`src/rtl/dac_sample_streamer.sv`:
```
// Sample FIFO and pacing engine that feeds the MCP4822 SPI driver: one Tx per
// sample tick, then wait for the driver's CC rising edge before the next transfer.
module dac_sample_streamer #(
    parameter int                 DATA_W     = 12,
    parameter int                 DEPTH      = 16,
    parameter int                 SAMPLE_DIV = 2500,
    parameter logic [DATA_W-1:0]  RESET_CODE = 12'h800
) (
    input  logic                        clk,
    input  logic                        rst_n,
    input  logic [DATA_W-1:0]           i_data,
    input  logic                        i_valid,
    output logic                        o_ready,
    output logic                        o_tx,
    output logic [DATA_W-1:0]           o_dac_data,
    input  logic                        i_cc,
    input  logic                        i_clr_flags,
    output logic                        o_underflow,
    output logic                        o_late,
    output logic [$clog2(DEPTH):0]      o_level
);

    localparam int PTR_W = $clog2(DEPTH);
    localparam int LVL_W = PTR_W + 1;
    localparam int DIV_W = $clog2(SAMPLE_DIV);

    localparam logic [DIV_W-1:0] DIV_LAST = DIV_W'(SAMPLE_DIV - 1);
    localparam logic [LVL_W-1:0] LVL_FULL = LVL_W'(DEPTH);

    typedef enum logic [1:0] {
        S_IDLE,
        S_ISSUE,
        S_WAIT_CC
    } state_t;

    state_t               state;
    state_t               state_next;
    logic                 pending;
    logic                 pending_next;
    logic                 issue;
    logic                 set_late;
    logic                 set_underflow;

    logic [DIV_W-1:0]     div_cnt;
    logic                 tick;
    logic                 cc_q;
    logic                 cc_rise;

    logic [DATA_W-1:0]    mem [DEPTH];
    logic [PTR_W-1:0]     wr_ptr;
    logic [PTR_W-1:0]     rd_ptr;
    logic [LVL_W-1:0]     level_next;
    logic                 do_push;
    logic                 do_pop;

    assign tick    = (div_cnt == DIV_LAST);
    assign cc_rise = i_cc && !cc_q;
    assign do_push = i_valid && o_ready;
    // An ISSUE against an empty FIFO never pops, so a same-cycle push waits for the next tick.
    assign do_pop  = issue && (o_level != '0);

    always_comb begin
        // NOTE: every output of this block is defaulted first so no latch can be inferred.
        state_next    = state;
        pending_next  = pending;
        issue         = 1'b0;
        set_late      = 1'b0;
        set_underflow = 1'b0;
        case (state)
            S_IDLE: begin
                if (tick || pending) begin
                    state_next   = S_ISSUE;
                    pending_next = 1'b0;
                end
            end
            S_ISSUE: begin
                issue         = 1'b1;
                set_underflow = (o_level == '0);
                state_next    = S_WAIT_CC;
                if (tick) begin
                    set_late     = 1'b1;
                    pending_next = 1'b1;
                end
            end
            S_WAIT_CC: begin
                // Only one missed tick is remembered; later ones only raise the flag.
                if (tick) begin
                    set_late     = 1'b1;
                    pending_next = 1'b1;
                end
                if (cc_rise) begin
                    state_next = S_IDLE;
                end
            end
            default: state_next = S_IDLE;
        endcase
    end

    always_comb begin
        level_next = o_level;
        case ({do_push, do_pop})
            2'b10:   level_next = o_level + 1'b1;
            2'b01:   level_next = o_level - 1'b1;
            default: level_next = o_level;
        endcase
    end

    // NOTE: sample storage is deliberately left out of reset; occupancy alone decides validity.
    always_ff @(posedge clk) begin
        if (do_push) begin
            mem[wr_ptr] <= i_data;
        end
    end

    // NOTE: all state below uses non-blocking assignments so every register samples pre-edge values.
    always_ff @(posedge clk or negedge rst_n) begin
        if (!rst_n) begin
            state       <= S_IDLE;
            pending     <= 1'b0;
            div_cnt     <= '0;
            cc_q        <= 1'b0;
            wr_ptr      <= '0;
            rd_ptr      <= '0;
            o_level     <= '0;
            o_ready     <= 1'b1;
            o_tx        <= 1'b0;
            o_dac_data  <= RESET_CODE;
            o_underflow <= 1'b0;
            o_late      <= 1'b0;
        end else begin
            state   <= state_next;
            pending <= pending_next;
            div_cnt <= tick ? '0 : div_cnt + 1'b1;
            cc_q    <= i_cc;

            if (do_push) begin
                wr_ptr <= wr_ptr + 1'b1;
            end
            if (do_pop) begin
                rd_ptr     <= rd_ptr + 1'b1;
                o_dac_data <= mem[rd_ptr];
            end
            o_level <= level_next;
            o_ready <= (level_next != LVL_FULL);

            o_tx <= issue;

            // A set event in the same cycle as a clear keeps the flag high.
            o_underflow <= set_underflow || (o_underflow && !i_clr_flags);
            o_late      <= set_late      || (o_late      && !i_clr_flags);
        end
    end

    a_tx_single : assert property (@(posedge clk) disable iff (!rst_n) o_tx |=> !o_tx);
    a_level_max : assert property (@(posedge clk) disable iff (!rst_n) o_level <= LVL_FULL);

endmodule

```
`config.mk`:
```
export PLATFORM = sky130hd
export DESIGN_NAME = dac_sample_streamer
export DESIGN_NICKNAME = d
export VERILOG_FILES = /design/src/rtl/dac_sample_streamer.sv
export SDC_FILE = /design/constraint.sdc
export NUM_CORES = 1
export LEC_CHECK = 0
export ABC_CLOCK_PERIOD_IN_PS = 8200
export CAP_MARGIN = 5
export CORE_MARGIN = 5
export CORE_UTILIZATION = 65
export CTS_BUF_LIST = sky130_fd_sc_hd__clkbuf_16
export CTS_CLUSTER_DIAMETER = 60
export DETAILED_ROUTE_END_ITERATION = 6
export GPL_ROUTABILITY_DRIVEN = 0
export HOLD_SLACK_MARGIN = 0.12
export PLACE_DENSITY = 0.89
export REMOVE_ABC_BUFFERS = 1
export SLEW_MARGIN = 15
export SYNTH_ARGS = -nofsm -noshare
export SYNTH_HDL_FRONTEND = slang
export SYNTH_SLANG_ARGS = --single-unit
```
`constraint.sdc`:
```
create_clock -name clk -period 8.2 [get_ports clk]
set_input_delay 1.64 -clock clk [delete_from_list [all_inputs] [get_ports clk]]
set_output_delay 1.64 -clock clk [all_outputs]
set_load 0.1 [all_outputs]
```
==> out/qor.csv <==
stage,metric,value,unit
route,DRT iter0 DRCs,548,
synthesis,xor/xnor share of the synthesized area,2.042,%
route,Via density,6.404,
synthesis,mux cell area share after synthesis,14.83,%
synthesis,Yosys reg bits,237,
clocking,clock root cell,clkbuf_16,
synthesis,Mapped Area,9434,µm²
route,total number of vias,4752,
die,DIE HEIGHT,130.5,µm
pwr,Seq pwr share,40.5,%
clocking,clk_lat worst skew,0.51,ns
synthesis,"EDFF count, synth",192,
clocking,CTS Sinks,237,
clocking,total CTS buffers,24,
layout,multi-input combinational cell area,2415,µm²
route,First-pass DRT Iterations,5,
die,core area,14370,µm²
synthesis,combinational family with the most area after synthesis,multiplexers,
sta,RSZ-0062 raised after global routing,no,
worst_setup_path,crit path max fanout,17,
synthesis,YS warnings,0,
sta,Final Setup Violations,0,
clocking,clk buf depth,3,
die,Chip Width,130.5,µm
layout,Final Non-Filler Cells,742,
worst_setup_path,crit path kind,reg2reg,
layout,post-route cell area,10680,µm²
min_path,type of the worst min-delay path,reg2reg,
worst_setup_path,Critical Path RT,8.63,ns
placed_design,IO buf count,37,
synthesis,Synth Area in Simple Gates,5.716,%
pwr,Logic pwr share,35.1,%
pwr,Power Internal,0.002575,W
pwr,clock share of power,24.5,%
sta,max-slew violations,0,
worst_setup_path,crit-path cells,nor3_2 -> nand2_1 -> nand2_1 -> clkinv_1 -> ha_1 -> a21o_1 -> a32oi_1 -> a21oi_1 -> or3b_1 -> a311o_1,
synthesis,Synth Area in Adders,1.592,%
sta,slew margin rel.,33.14,%
route,Antenna Nets Post-Route,0,
die,num ports,38,
pwr,Sw Share,35.74,%
die,cell row count,44,
worst_setup_path,crit path DAT,4.42,ns
global_routing,first-pass GRT wire length,30040,µm
clocking,Post-CTS Hold Buffers,0,
synthesis,sequential share of the synthesized area,73.08,%
synthesis,Netlist cell types,45,
sta,worst-margin pin slew,0.9998,ns
clocking,CTS tree,done,
route,drt drc,0,
global_routing,largest net degree at the start of global routing,52,
global_routing,GR Overflow Total,0,
synthesis,Post-Syn Instances,494,
clocking,clock-pin slew on the worst setup and hold paths,0.06,ns
synthesis,post-synthesis compound-gate area fraction,1.419,%
route,Routed WL,19310,µm
sta,Fmax achieved,0.2505,GHz
placed_design,HPWL Detailed,10650,µm
sta,Clock Skews,0.01611,ns
die,Die ar.,17020,µm²
clocking,postcts setup bufs,0,
run,Max-Cap Viols,0,
worst_setup_path,critical path's slowest cell,clkinv_1,
placed_design,Area after DPL,9971,µm²
synthesis,"Top FF cell, synth",edfxtp_1,
global_routing,initial antenna violation count,0,
placed_design,Post-Place Cells,698,
layout,fin nets,569,
synthesis,"Avg Cell Area, Syn",19.10,µm²
clocking,Max H-tree Level,1,
layout,# diodes,0,
die,initial core utilization,65.66,%
sta,Setup TNS,0,ns
layout,Fill cells,774,
global_routing,gr usage total,24.38,%
run_status,outcome,completed,
global_routing,number of global-route vias before repair,5139,
worst_setup_path,crit end category,flop,
pwr,Leak,3.731,nW
synthesis,Synth async-reset ratio,18.99,%
clocking,Post-CTS Resized,0,
route,WL/cell,26.02,µm
worst_setup_path,Worst setup SP type,flop,
sta,Tmin final,3.991,ns
layout,Area growth syn-to-layout,13.20,%
pwr,Net Switching,0.001432,W
sta,fin crit share,48.68,%
pwr,maximum vdd drop,0.2558,mV
layout,flip-flop and latch area,6897,µm²
worst_setup_path,cell mode on critical path,nand2_1,
pwr,power per cell area,375.2,nW/µm²
layout,fraction of layout cells with a size suffix above 1,19.18,%
worst_setup_path,Worst path max stage delay,0.75,ns
sta,final hold vios,0,
[Yosys cell counts, drive strengths merged, types with 2 or more instances]
cell	number	area (µm²)
nand4	2	12.51
nor2b	3	18.77
a21oi	7	35.03
buf	9	42.54
and2	12	75.07
edfxtp	192	5766
nor3	2	15.01
o21ai	5	25.02
mux4	60	1351
dfrtp	43	1076
nor2	17	66.32
inv	10	37.54
nor4b	2	38.78
nand3	9	45.04
and3	7	43.79
xor2	8	70.07
dfstp	2	52.55
mux2	3	37.53
xnor2	14	122.6
clkbuf	11	41.29
nand2	47	176.4
ha	12	150.1
[layout make-up]
type	instances	share of cell area [%]
Clock inverter	19	0.7733
Multi-Input combinational cell	226	22.61
Tap cell	184	2.156
Sequential cell	237	64.58
Timing Repair Buffer	40	3.632
Clock buffer	25	5.858
Inverter	11	0.3866
[kinds of logic (layout without fill, tap and decap cells)]
| family | after synthesis | after routing |
|---|---|---|
| flip-flops | 237 | 237 |
| AND/OR/NAND/NOR | 107 | 107 |
| multiplexers | 64 | 64 |
| buffers and inverters | 31 | 95 |
| XOR/XNOR | 22 | 22 |
| AO/OA/AOI/OAI | 21 | 21 |
| adder cells (fa/ha/maj) | 12 | 12 |
[registers in the layout, indices dropped and copies added, names as in the netlist, 2 cells and up]
signal / cells
div_cnt: 12
state: 2
wr_ptr: 4
o_level: 5
mem: 192
rd_ptr: 4
o_dac_data: 12
[final timing paths]
check,cells after the start,slack [ns],end,start
min in group asynchronous,2,1.21,o_dac_data[8]$_DFFE_PN0P_,rst_n
max in group asynchronous,2,6.52,rd_ptr[0]$_DFFE_PN0P_,rst_n
worst min register to register,2,0.46,o_dac_data[11]$_DFFE_PN1P_,o_dac_data[11]$_DFFE_PN1P_
worst max-delay path,10,4.21,o_ready$_DFF_PN1_,o_level[1]$_DFF_PN0_
worst max register to register,10,4.21,o_ready$_DFF_PN1_,o_level[1]$_DFF_PN0_
worst min-delay path,2,0.46,o_dac_data[11]$_DFFE_PN1P_,o_dac_data[11]$_DFFE_PN1P_
[per-stage QoR]
step / util (%) / hold WS, ns / setup WS, ns / power (W)
floorplan: - / 0.4546 / 4.513 / 0.002661
global placement: 69.39 / 0.4514 / 3.966 / 0.002951
detailed placement: 69.39 / 0.4519 / 3.867 / 0.003017
global route: 74.32 / 0.4879 / 3.971 / 0.004181
finish: 74.32 / 0.4588 / 4.209 / 0.004007
CTS: 74.32 / 0.4622 / 4.244 / 0.004028
[per-layer routing]
| metal | global-route usage, % | part of all wire, % |
|---|---|---|
| met1 | 30.05 | 35 |
| met2 | 43.81 | 55 |
| met3 | 4.756 | 6.4 |
| met4 | 8.106 | 3.2 |
| met5 | 0 | 0 |
[power by group through the flow]
stage | registers [W] | clock network, W | logic (W)
after floorplan | 0.00201 | 0 | 0.000654
after global placement | 0.00162 | 0 | 0.00133
after detailed placement | 0.00164 | 0 | 0.00138
after CTS | 0.00162 | 0.000992 | 0.00141
after global routing | 0.00164 | 0.00106 | 0.00149
final | 0.00162 | 0.000980 | 0.00141
[critical path, delay by kind of cell, from the launching register on]
kind | cells | cell delay (ns)
and+or+nand+nor | 4 | 1.29
DFF | 1 | 0.49
AOI/OAI and AO/OA | 4 | 0.89
adders and majority gates | 1 | 0.51
buffers and inverters | 1 | 0.75
[layout by cell type (no fill, tap or decap), types with 2 or more instances in the layout]
cell type / count
nor2_1: 16
nand3_1: 9
dfrtp_2: 2
xnor2_1: 14
clkdlybuf4s50_1: 36
xor2_1: 8
dfstp_2: 2
mux4_2: 60
buf_4: 3
clkinv_2: 5
mux2_2: 2
a21oi_1: 7
ha_1: 12
edfxtp_1: 192
nand4_1: 2
nand2_1: 47
inv_1: 17
o21ai_0: 4
clkbuf_16: 25
and3_1: 7
dfrtp_1: 41
nor2b_1: 3
clkinv_1: 7
and2_1: 12
No activity file was read; power rests on OpenSTA's default activity.
